<file path="config.mk">
export PLATFORM = sky130hd
export DESIGN_NAME = instr_loader
export DESIGN_NICKNAME = d
export VERILOG_FILES = /design/src/rtl/mips_pkg.sv /design/src/rtl/instr_loader_byte_packer.sv /design/src/rtl/instr_loader.sv
export SDC_FILE = /design/constraint.sdc
export NUM_CORES = 1
export LEC_CHECK = 0
export ABC_AREA = 1
export CAP_MARGIN = 0
export CORE_ASPECT_RATIO = 1.2
export CORE_MARGIN = 2
export CORE_UTILIZATION = 28
export CTS_BUF_LIST = sky130_fd_sc_hd__clkbuf_8
export DETAILED_ROUTE_END_ITERATION = 10
export PLACE_DENSITY = 0.53
export SLEW_MARGIN = 20
export SYNTH_ARGS = -nofsm -noshare
export SYNTH_HDL_FRONTEND = slang
export SYNTH_SLANG_ARGS = --single-unit
</file>
<file path="constraint.sdc">
create_clock -name clk -period 2.4 [get_ports clk]
set_input_delay 0.48 -clock clk [delete_from_list [all_inputs] [get_ports clk]]
set_output_delay 0.48 -clock clk [all_outputs]
set_load 0.01 [all_outputs]
</file>
<file path="src/rtl/mips_pkg.sv">
// Shared definitions for the instruction loader: loader states, memory
// address width, instruction word width and the checksum fold helper.
package mips_pkg;

    localparam int IMEM_ADDR_W = 11;
    localparam int WORD_W      = 32;

    typedef enum logic [2:0] {
        IDLE  = 3'd0,
        HDR   = 3'd1,
        ENTRY = 3'd2,
        DATA  = 3'd3,
        CHK   = 3'd4,
        RUN   = 3'd5,
        ERR   = 3'd6
    } state_t;

    // Fold one stream byte into the running XOR checksum.
    function automatic logic [7:0] xor_fold(input logic [7:0] acc, input logic [7:0] data);
        return acc ^ data;
    endfunction

endpackage

</file>
<file path="src/rtl/instr_loader_byte_packer.sv">
// byte_packer: collects bytes MSB first into 32-bit words. Only the three
// older bytes are stored; the fourth comes straight from byte_in, so the
// complete word is presented in the same cycle that its last byte is accepted.
module byte_packer
    import mips_pkg::*;
(
    input  logic              clk,
    input  logic              reset,
    input  logic              clear,
    input  logic              shift_en,
    input  logic [7:0]        byte_in,
    output logic [WORD_W-1:0] word,
    output logic              word_valid
);

    logic [23:0] shift_r;
    logic [1:0]  cnt_r;

    // Shift accepted bytes in and count position within the current word.
    always_ff @(posedge clk) begin
        if (reset || clear) begin
            shift_r <= 24'd0;
            cnt_r   <= 2'd0;
        end else if (shift_en) begin
            shift_r <= {shift_r[15:0], byte_in};
            cnt_r   <= cnt_r + 2'd1;
        end else begin
            shift_r <= shift_r;
            cnt_r   <= cnt_r;
        end
    end

    // Present the assembled word and flag the fourth byte of each group.
    always_comb begin
        word       = {shift_r, byte_in};
        word_valid = shift_en && (cnt_r == 2'd3);
    end

endmodule

</file>
<file path="src/rtl/instr_loader.sv">
// instr_loader: receives a big-endian byte stream (count, entry PC, words),
// writes the words into instruction memory and holds the core PC at the
// entry address until the final word has been written.
// Optional trailing checksum byte: define INSTR_LOADER_CHECKSUM_EN.
module instr_loader
    import mips_pkg::*;
#(
    parameter int                IMEM_DEPTH = 2048,
    parameter int                BASE_WADDR = 0,
    parameter logic [WORD_W-1:0] DEFAULT_PC = 32'h0000_0000
)(
    input  logic                   clk,
    input  logic                   reset,
    input  logic                   start,
    input  logic                   byte_valid,
    input  logic [7:0]             byte_data,
    output logic                   byte_ready,
    output logic [WORD_W-1:0]      instructionInput,
    output logic                   instructionWriteEnable,
    output logic [IMEM_ADDR_W-1:0] writeAddr,
    output logic [WORD_W-1:0]      PC,
    output logic                   PC_set,
    output logic                   busy,
    output logic                   error
);

    localparam logic [31:0]            MAX_WORDS = 32'(IMEM_DEPTH - BASE_WADDR);
    localparam logic [IMEM_ADDR_W-1:0] BASE_A    = IMEM_ADDR_W'(BASE_WADDR);
`ifdef INSTR_LOADER_CHECKSUM_EN
    localparam state_t END_STATE = CHK;
`else
    localparam state_t END_STATE = RUN;
`endif

    state_t state_r;
    state_t next_state_s;

    logic                   byte_ready_s;
    logic                   busy_s;
    logic                   pc_set_s;
    logic                   fire_s;
    logic [15:0]            hdr_count_s;

    logic                   hdr_idx_r;
    logic [15:0]            count_r;
    logic                   zero_len_r;
    logic [15:0]            word_idx_r;
    logic [WORD_W-1:0]      instr_r;
    logic                   we_r;
    logic [IMEM_ADDR_W-1:0] write_addr_r;
    logic [WORD_W-1:0]      pc_r;
    logic                   pc_set_r;
    logic                   error_r;
`ifdef INSTR_LOADER_CHECKSUM_EN
    logic [7:0]             xor_r;
`endif

    logic                   pack_clear_s;
    logic                   pack_shift_s;
    logic [WORD_W-1:0]      pack_word_s;
    logic                   pack_valid_s;

    // Handshake and packer control derived from the current state.
    always_comb begin
        fire_s       = byte_valid && byte_ready_s;
        hdr_count_s  = {count_r[15:8], byte_data};
        pack_clear_s = (state_r == IDLE);
        pack_shift_s = fire_s && ((state_r == ENTRY) || (state_r == DATA));
    end

    byte_packer u_packer (
        .clk        (clk),
        .reset      (reset),
        .clear      (pack_clear_s),
        .shift_en   (pack_shift_s),
        .byte_in    (byte_data),
        .word       (pack_word_s),
        .word_valid (pack_valid_s)
    );

    // State register.
    always_ff @(posedge clk) begin
        if (reset) begin
            state_r <= IDLE;
        end else begin
            state_r <= next_state_s;
        end
    end

    // Next-state logic for the load session.
    always_comb begin
        next_state_s = state_r;
        case (state_r)
            IDLE: begin
                if (start) next_state_s = HDR;
                else       next_state_s = IDLE;
            end
            HDR: begin
                if (fire_s && hdr_idx_r) begin
                    if ({16'd0, hdr_count_s} > MAX_WORDS) next_state_s = ERR;
                    else                                  next_state_s = ENTRY;
                end else begin
                    next_state_s = HDR;
                end
            end
            ENTRY: begin
                if (pack_valid_s) begin
                    if (zero_len_r) next_state_s = END_STATE;
                    else            next_state_s = DATA;
                end else begin
                    next_state_s = ENTRY;
                end
            end
            DATA: begin
                if (pack_valid_s && (word_idx_r == (count_r - 16'd1))) next_state_s = END_STATE;
                else                                                   next_state_s = DATA;
            end
            CHK: begin
`ifdef INSTR_LOADER_CHECKSUM_EN
                if (fire_s) begin
                    if (byte_data == xor_r) next_state_s = RUN;
                    else                    next_state_s = ERR;
                end else begin
                    next_state_s = CHK;
                end
`else
                next_state_s = ERR;
`endif
            end
            RUN:     next_state_s = RUN;
            ERR:     next_state_s = ERR;
            default: next_state_s = ERR;
        endcase
    end

    // Per-state output decode.
    always_comb begin
        byte_ready_s = 1'b0;
        busy_s       = 1'b1;
        pc_set_s     = 1'b1;
        case (state_r)
            IDLE:  busy_s = 1'b0;
            HDR:   byte_ready_s = 1'b1;
            ENTRY: byte_ready_s = 1'b1;
            DATA:  byte_ready_s = 1'b1;
`ifdef INSTR_LOADER_CHECKSUM_EN
            CHK:   byte_ready_s = 1'b1;
`endif
            RUN: begin
                busy_s   = 1'b0;
                pc_set_s = 1'b0;
            end
            default: byte_ready_s = 1'b0;
        endcase
    end

    // Header capture, entry PC, word writes and the sticky error flag.
    always_ff @(posedge clk) begin
        if (reset) begin
            hdr_idx_r    <= 1'b0;
            count_r      <= 16'd0;
            zero_len_r   <= 1'b0;
            word_idx_r   <= 16'd0;
            instr_r      <= '0;
            we_r         <= 1'b0;
            write_addr_r <= BASE_A;
            pc_r         <= DEFAULT_PC;
            pc_set_r     <= 1'b1;
            error_r      <= 1'b0;
        end else begin
            we_r     <= 1'b0;
            // Release lags RUN entry by a cycle so it follows the last strobe.
            pc_set_r <= pc_set_s;
            case (state_r)
                IDLE: begin
                    if (start) begin
                        hdr_idx_r    <= 1'b0;
                        count_r      <= 16'd0;
                        zero_len_r   <= 1'b0;
                        word_idx_r   <= 16'd0;
                        write_addr_r <= BASE_A;
                    end
                end
                HDR: begin
                    if (fire_s) begin
                        if (!hdr_idx_r) begin
                            count_r[15:8] <= byte_data;
                            hdr_idx_r     <= 1'b1;
                        end else begin
                            count_r[7:0]  <= byte_data;
                            zero_len_r    <= (hdr_count_s == 16'd0);
                        end
                    end
                end
                ENTRY: begin
                    if (pack_valid_s) pc_r <= pack_word_s;
                end
                DATA: begin
                    if (pack_valid_s) begin
                        instr_r      <= pack_word_s;
                        we_r         <= 1'b1;
                        write_addr_r <= BASE_A + word_idx_r[IMEM_ADDR_W-1:0];
                        word_idx_r   <= word_idx_r + 16'd1;
                    end
                end
                default: ;
            endcase
            if (next_state_s == ERR) begin
                pc_r    <= DEFAULT_PC;
                error_r <= 1'b1;
            end
        end
    end

`ifdef INSTR_LOADER_CHECKSUM_EN
    // Running XOR of every header, entry and data byte.
    always_ff @(posedge clk) begin
        if (reset) begin
            xor_r <= 8'd0;
        end else if ((state_r == IDLE) && start) begin
            xor_r <= 8'd0;
        end else if (fire_s && (state_r != CHK)) begin
            xor_r <= xor_fold(xor_r, byte_data);
        end else begin
            xor_r <= xor_r;
        end
    end
`endif

    // Drive ports from state decode and registers.
    always_comb begin
        byte_ready             = byte_ready_s;
        busy                   = busy_s;
        instructionInput       = instr_r;
        instructionWriteEnable = we_r;
        writeAddr              = write_addr_r;
        PC                     = pc_r;
        PC_set                 = pc_set_r;
        error                  = error_r;
    end

endmodule

</file>
==> Implementation_results.wiki, run 1 <==
{| class="wikitable"
! Metric !! Value
|-
| Arrival time of data at the critical path endpoint || 1.73 ns
|-
| Clock latency on the worst-skew pair || 0.46 ns
|-
| Max-slew violation count || 0
|-
| Total power density per cell area || 641 nW/µm²
|-
| Number of CTS-inserted buffers || 17
|-
| Result of the run || complete, no violations
|-
| Static Leak || 3.01 nW
|-
| Grt peak-use layer || met2
|-
| Crit path capture type || primary output
|-
| Highest Clock Rate || 452 MHz
|-
| Worst-case headroom to the max-slew limit || 0.711
|-
| Clock-pin slew of the registers on the worst-case setup and hold paths || 0.08 ns
|-
| Number of top-level design ports || 92
|-
| Number of H-tree levels || 4
|-
| Number of warnings reported in the yosys synthesis log || 0
|-
| Hold WS || 0.456 ns
|-
| GR met1 Demand/Resource || 0.183
|-
| Worst Min Path Start || error
|-
| Final setup fails || 0
|-
| Area of the mapped netlist || 6020 µm²
|-
| Number of buffers inserted by port buffering || 91
|-
| Routed via count || 5412
|-
| Number of instances in the synthesized netlist || 791
|-
| DRC Markers || 0
|-
| Core Area || 21000 µm²
|-
| Met2 track demand over resource || 0.265
|-
| Setup skew after layout || 0.0203 ns
|-
| First-iteration detailed-routing DRC count || 225
|-
| Total of hold buffers inserted after clock tree synthesis || 0
|-
| Reg-to-reg critical path endpoint || PC[24]
|-
| Dpl hpwl || 12200 µm
|-
| Vias in the first global route || 5242
|-
| Seq cells post-synth || 141
|-
| Worst setup SP type || flip-flop
|-
| Worst hold path cell count || 2
|-
| Antenna violation net count after detailed routing || 0
|-
| Number of cells on the worst reg-to-reg path || 17
|-
| Drt via density || 4.57
|-
| Wire length of the first global-routing pass || 27100 µm
|-
| Proportion of synthesized chip area in sequential cells || 0.469
|-
| Most frequent cells in the layout || nor2_1, dfxtp_1, nand2_1
|-
| Clk Tree Root Cell || clkbuf_8
|-
| Number of sinks driven by the clock tree || 141
|-
| Req. time, crit path || 1.92 ns
|-
| Leading cell type in the layout, fill and taps excluded || nor2_1
|-
| Die Y-Extent || 165 µm
|-
| Distinct cell type count after synthesis || 38
|-
| Post-route fraction of the period consumed by the critical path || 0.922
|-
| Diode count || 0
|-
| Standard-cell rows || 58
|-
| Total count of hold-check failures in the final report || 0
|-
| Detailed Routing Iterations Pass 1 || 4
|-
| Syn nets || 806
|-
| Buffers from clock root to sink, at most || 2
|-
| Met3 Track Usage GR || 0.0460
|-
| Least-Margin Pin Slew || 0.423 ns
|-
| Number of max-cap violations || 0
|-
| Fraction of layout instances using a drive strength above 1 || 0.117
|-
| Crit-path max FO || 5
|-
| All-Layer GR Usage || 0.155
|-
| Total length of routed wires || 16900 µm
|-
| Overall overflow remaining after global route || 0
|-
| Area Growth Syn to Fin || 29.9%
|-
| Fill cell total of the finished layout || 2267
|-
| Number of antenna violations at the first check in global routing || 0
|-
| Max VDD drop || 0.320 mV
|-
| Die outline width || 138 µm
|-
| Clock tree from TritonCTS || done
|-
| R2R Path Start || count_r[0]
|-
| Final estimated routing congestion in global placement || 0.823
|-
| Post CTS Setup Buffer Count || 0
|-
| Avg Inst Size Synth || 7.61 µm²
|-
| Routed length per placed instance || 14.3 µm
|-
| Type of the most critical hold path || reg -> reg
|-
| Final core utilization || 0.371
|-
| Maximum number of pins on one net before global-route repair || 42
|-
| Initial cell density of the core || 0.286
|-
| Floorplan die area || 22700 µm²
|-
| Final nets || 918
|-
| Worst R2R Setup Slack || 0.26 ns
|-
| Worst Hold Path EP || error
|-
| Path type of the worst setup path || reg -> out
|-
| Period minus WS final || 2.21 ns
|}
-- worst max-delay path: stages (launching register included) --
cell and delay (ns):
dfxtp_2 0.44, inv_2 0.12, nor2_4 0.12, nor2_1 0.07
inv_1 0.06, o21ai_0 0.14, dlygate4sd2_1 0.33
-- stage by stage --
| step | cell area, µm² | power [mW] | TNS, ns | setup slack (ns) | cells |
|---|---|---|---|---|---|
| after global routing | 7810 | 5.29 | -0.0169 | -0.00372 | 1185 |
| after floorplan | 6020 | 3.01 | 0 | 0.496 | 791 |
| after CTS | 7760 | 5.05 | 0 | 0.139 | 1184 |
| final | 7810 | 5.01 | 0 | 0.186 | 1185 |
| after global placement | 7400 | 3.27 | -2.56 | -0.0869 | 1153 |
| after detailed placement | 7400 | 3.27 | -4.33 | -0.144 | 1153 |
-- area by class of cell --
class | count | area (µm²) | share of cell area
clock inverter | 13 | 109 | 0.0139
inverter | 64 | 243 | 0.0311
clock buffer | 18 | 248 | 0.0317
timing repair buffer | 133 | 1260 | 0.161
tap | 270 | 338 | 0.0432
multi-input combinational | 546 | 2790 | 0.357
sequential | 141 | 2830 | 0.362
-- power breakdown --
group | internal (mW) | leakage (nW) | switching (mW)
Clock | 0.760 | 0.180 | 1.01
Combinational | 0.290 | 1.69 | 0.488
Sequential | 2.40 | 1.14 | 0.0640
Total | 3.45 | 3.01 | 1.56
-- cell usage after synthesis, drive strengths merged --
library cell / n / share of area
a41oi: 1 / 0.0015
o21a: 2 / 0.0025
buf: 13 / 0.015
nor2: 177 / 0.12
nand4: 28 / 0.032
o21bai: 1 / 0.0012
ha: 3 / 0.0062
o31ai: 1 / 0.0012
nor3: 13 / 0.012
a31oi: 2 / 0.0021
o21ai: 65 / 0.054
xnor2: 6 / 0.0087
a2111oi: 1 / 0.0015
inv: 64 / 0.040
a21oi: 57 / 0.047
a211oi: 18 / 0.022
dfxtp: 141 / 0.47
nand3: 18 / 0.017
nand3b: 1 / 0.0012
clkbuf: 27 / 0.017
mux2i: 23 / 0.038
xor2: 5 / 0.0073
and3: 1 / 0.0010
xnor3: 1 / 0.0037
nand2: 122 / 0.079
-- worst max-delay path by stage --
stage	start	end	slack [ns]	depth (start not counted)
floorplan	byte_valid	word_idx_r[14]	0.50	12
global placement	byte_valid	PC[6]	-0.09	13
detailed placement	byte_valid	PC[16]	-0.14	13
CTS	state_r[0]	busy	0.14	6
global route	count_r[0]	PC[7]	-0.004	17
finish	state_r[0]	busy	0.19	6
-- flip-flops by register name, summed over array words and instances (netlist names) --
name and flops:
state_r 3, PC 32, u_packer.cnt_r 2, PC_set 1, count_r 16, u_packer.shift_r 24
hdr_idx_r 1, instructionWriteEnable 1, instructionInput 32, error 1, word_idx_r 16, writeAddr 11
zero_len_r 1
-- kinds of logic (layout without fill, tap and decap cells) --
| group | after synthesis | in the layout | share of synthesized area |
|---|---|---|---|
| and+or+nand+nor | 360 | 360 | 0.260 |
| AOI/OAI and AO/OA | 148 | 148 | 0.134 |
| DFF | 141 | 141 | 0.469 |
| buffers and inverters | 104 | 228 | 0.0722 |
| muxes | 23 | 23 | 0.0383 |
| xor gates and xnor gates | 12 | 12 | 0.0198 |
| adders and majority gates | 3 | 3 | 0.00624 |
-- timing repair --
item,4_1_cts,5_1_grt
cloned,0,1
endpoints found under the hold margin,0,0
setup endpoints to repair,1,32
gates resized for setup,3,11
pin swaps,0,0
-- per-layer routing --
layer,wire length [µm],share of wire
met1,7480,0.44
met2,8370,0.49
met3,813,0.048
met4,268,0.016
met5,0,0
No activity file was read; power rests on OpenSTA's default activity.
==> run 2: changes to the inputs <==
- ABC_AREA: 1 -> 0
- CORE_ASPECT_RATIO: 1.2 -> 0.7
==> run 2 against run 1 <==
  * Flip-flop and latch count unchanged
  * Final cell count down 8.2%
  * Largest cell class is now multi-input combinational cells
  * Register-to-register slack worse by 0.09 ns
  * Non-clock buffer count down 3
  * Highest routed layer unchanged
  * Critical path depth down 2
  * Via count down 4.0%
  * Combinational power down 53%
==> Implementation_results.wiki, run 2 <==
{| class="wikitable"
! Metric !! Value
|-
| Most common flop cell mapped by yosys || dfxtp_1
|-
| Final estimated routing congestion in global placement || 0.775 (-5.9%)
|-
| Number of top-level design ports || 92 (unchanged)
|-
| Period minus WS final || 2.24 ns (+0.0281 ns)
|-
| Area of the mapped netlist || 5980 µm² (-0.58%)
|-
| Seq cells post-synth || 141 (unchanged)
|-
| Arrival time of data at the critical path endpoint || 1.76 ns (+0.03 ns)
|-
| Area share of the leading cell type in the synthesized netlist || 0.472 (+0.00275)
|-
| Number of buffers inserted by port buffering || 91 (unchanged)
|-
| Psw || 1.20 mW (-23%)
|-
| All-Layer GR Usage || 0.150 (-0.00469)
|-
| Core Area || 20900 µm² (-0.86%)
|-
| Diode count || 0 (unchanged)
|-
| Leading cell type in the layout, fill and taps excluded || dfxtp_1
|-
| Number of cells on the worst reg-to-reg path || 6 (-11)
|-
| Crit-path max FO || 10 (+5)
|-
| Clk Tree Root Cell || clkbuf_8
|-
| GR met1 Demand/Resource || 0.241 (+0.0578)
|-
| Total length of routed wires || 16800 µm (-0.51%)
|-
| Worst Setup SP || state_r[0]
|-
| DRC Markers || 0 (unchanged)
|-
| Number of antenna violations at the first check in global routing || 0 (unchanged)
|-
| Drt via density || 4.77 (+4.5%)
|-
| Setup repair after global routing missed its margin || no
|-
| R2R Path Start || count_r[3]
|-
| First-iteration detailed-routing DRC count || 303 (+35%)
|-
| Static Leak || 2.59 nW (-14%)
|-
| Total count of hold-check failures in the final report || 0 (unchanged)
|-
| Worst hold path cell count || 3 (+1)
|-
| Buffers from clock root to sink, at most || 2 (unchanged)
|-
| Number of instances in the synthesized netlist || 703 (-11%)
|-
| Most frequent cells in the layout || dfxtp_1, nand2_1, clkdlybuf4s50_1
|-
| Req. time, crit path || 1.92 ns (about the same)
|-
| Antenna violation net count after detailed routing || 0 (unchanged)
|-
| Placed cell count || 1056 (-8.4%)
|-
| Number of max-cap violations || 0 (unchanged)
|-
| Grt peak-use layer || met1
|-
| Met3 Track Usage GR || 0.0465 (+0.000457)
|-
| Final setup fails || 0 (unchanged)
|-
| Cell with the most instances after synthesis || dfxtp_1
|-
| Total negative slack for setup checks || 0 ns (unchanged)
|-
| Overall overflow remaining after global route || 0 (unchanged)
|-
| Met2 track demand over resource || 0.191 (-0.0745)
|-
| Routed via count || 5193 (-4.0%)
|-
| Die Y-Extent || 126 µm (-23%)
|-
| Floorplan die area || 22600 µm² (-0.51%)
|-
| Distinct cell type count after synthesis || 56 (+47%)
|-
| Vias in the first global route || 4798 (-8.5%)
|-
| Worst Min Path Start || reset
|-
| Clock-pin slew of the registers on the worst-case setup and hold paths || 0.08 ns (about the same)
|-
| Avg Inst Size Synth || 8.51 µm² (+12%)
|-
| Total power density per cell area || 589 nW/µm² (-8.2%)
|-
| Library cell occupying the most area in the post-synthesis netlist || dfxtp_1
|-
| Critical Path, Cell by Cell || buf_4 > nor2_1 > nor2_1 > clkdlybuf4s50_1
|-
| Crit path capture type || primary output
|-
| Crit path top cell by count || nor2_1
|-
| Wire length of the first global-routing pass || 26500 µm (-2.1%)
|-
| Number of warnings reported in the yosys synthesis log || 0 (unchanged)
|-
| Proportion of synthesized chip area in sequential cells || 0.472 (+0.00275)
|-
| Proportion of power drawn by combinational gates || 0.080 (-0.075)
|-
| Routed length per placed instance || 15.5 µm (+8.4%)
|-
| Clock share of power || 0.397 (+0.044)
|-
| Fraction of registers with async set or reset after synthesis || 0 (unchanged)
|-
| Detailed Routing Iterations Pass 1 || 4 (unchanged)
|-
| Clock latency on the worst-skew pair || 0.44 ns (-0.02 ns)
|-
| Number of CTS-inserted buffers || 17 (unchanged)
|-
| Number of sinks driven by the clock tree || 141 (unchanged)
|-
| Number of enable-type register cells in the synthesized netlist || 0 (unchanged)
|-
| Dpl hpwl || 11700 µm (-3.6%)
|-
| Final WS setup || 0.158 ns (-0.0281 ns)
|-
| Setup skew after layout || 0.0157 ns (-0.00466 ns)
|-
| Fill cell total of the finished layout || 2179 (-3.9%)
|-
| Initial cell density of the core || 0.287 (+0.000789)
|-
| Path type of the worst setup path || reg -> out
|-
| Cell types with the highest counts after synthesis || dfxtp_1, nand2_1, a21oi_1
|-
| Area Growth Syn to Fin || 29.2%
|-
| Standard-cell rows || 44 (-24%)
|-
| Sw frac || 0.263 (-0.0487)
|-
| Part of the total power dissipated in sequential elements || 0.523 (+0.031)
|-
| Post-route fraction of the period consumed by the critical path || 0.934 (+0.0117)
|-
| Worst Path Buf+Inv || 2 (-1)
|-
| Maximum number of pins on one net before global-route repair || 52 (+24%)
|-
| Highest Clock Rate || 446 MHz (-1.3%)
|-
| Combined area of the multi-input logic cells || 2900 µm² (+3.9%)
|-
| Sequential cell area || 2830 µm² (unchanged)
|-
| Final core utilization || 0.370 (-0.00105)
|-
| Number of H-tree levels || 4 (unchanged)
|-
| Internal power contribution || 3.35 mW (-2.8%)
|-
| Non-filler instance count after layout || 1088 (-8.2%)
|-
| Fraction of layout instances using a drive strength above 1 || 0.101 (-0.0160)
|-
| Total of hold buffers inserted after clock tree synthesis || 0 (unchanged)
|-
| Max-slew violation count || 0 (unchanged)
|-
| Clock tree from TritonCTS || done
|-
| Final nets || 814 (-11%)
|-
| Worst setup SP type || flip-flop
|-
| Die outline width || 179 µm (+30%)
|-
| Result of the run || complete, no violations
|-
| Sum of internal, switching and leakage power || 4.55 mW (-9.2%)
|-
| Syn nets || 718 (-11%)
|-
| Leading cell types by total area after synthesis || dfxtp_1, nand2_1, mux2i_1
|-
| Type of the most critical hold path || in -> reg
|-
| Number of stages on the worst setup path || 4 (-2)
|-
| Gate family responsible for the most delay along the worst path || buffers and inverters
|-
| Max VDD drop || 0.312 mV (-2.5%)
|-
| Place WS || -0.214 ns (-0.0696 ns)
|-
| Worst stage delay on the critical path || 0.55 ns (+0.11 ns)
|-
| Worst-case headroom to the max-slew limit || 0.626 (-0.0849)
|-
| Least-Margin Pin Slew || 0.556 ns (+0.133 ns)
|-
| Crit path max-delay cell type || clkdlybuf4s50_1
|}
-- run 2: cell type report --
class                           count  area share
Multi-Input combinational cell    499       0.375
Inverter                           10     0.00486
Timing Repair Buffer              130       0.162
Sequential cell                   141       0.366
Tap cell                          276      0.0447
Clock inverter                     14      0.0155
Clock buffer                       18      0.0321
-- run 2: worst register-to-register path, cell delays in order, from the launching register on --
cell and delay [ns]:
dfxtp_1 0.40, or4_1 0.59, nor4_1 0.27, buf_4 0.19
o2111ai_1 0.14, a32oi_1 0.35, a41oi_1 0.17
-- run 2: path summary, 6_finish.rpt --
path | end | slack, ns
setup / recovery | byte_ready | 0.16
hold / removal | PC_set | 0.44
setup reg to reg | state_r[1] | 0.17
hold reg to reg | instructionInput[1] | 0.46
-- run 2: per-layer routing --
layer	up-vias	part of all wire
li1	2603	-
met1	2454	0.55
met2	132	0.38
met3	4	0.061
met4	0	0.0048
met5	-	0
-- run 2: power groups by stage --
stage | combinational [mW] | sequential, mW | clock (mW)
after floorplan | 0.226 | 2.42 | 0
after global placement | 0.360 | 2.43 | 0
after detailed placement | 0.359 | 2.43 | 0
after CTS | 0.362 | 2.38 | 1.86
after global routing | 0.395 | 2.38 | 1.96
final | 0.363 | 2.38 | 1.81
-- run 2: kinds of logic (layout without fill, tap and decap cells) --
kind of cell / Yosys count / count (layout) / synth area share
xor+xnor: 37 / 37 / 0.0588
fa+ha+maj: 3 / 3 / 0.00628
compound gates: 111 / 111 / 0.110
mux: 44 / 44 / 0.0736
flops: 141 / 141 / 0.472
simple gates: 304 / 304 / 0.235
buf+inv: 63 / 172 / 0.0441
-- run 2: timing repair --
| item | 4_1_cts | 5_1_grt |
|---|---|---|
| buffers inserted | 0 | 0 |
| endpoints found under the setup margin | 2 | 1 |
| gates resized for setup | 2 | 1 |
| pin swaps | 0 | 0 |
-- run 2: stage by stage --
stage / instance area [µm²] / hold slack [ns]
6_report: 7720 / 0.444
5_1_grt: 7720 / 0.464
4_1_cts: 7720 / 0.423
3_5_place_dp: 7350 / 0.448
3_3_place_gp: 7350 / 0.442
2_1_floorplan: 5980 / 0.432
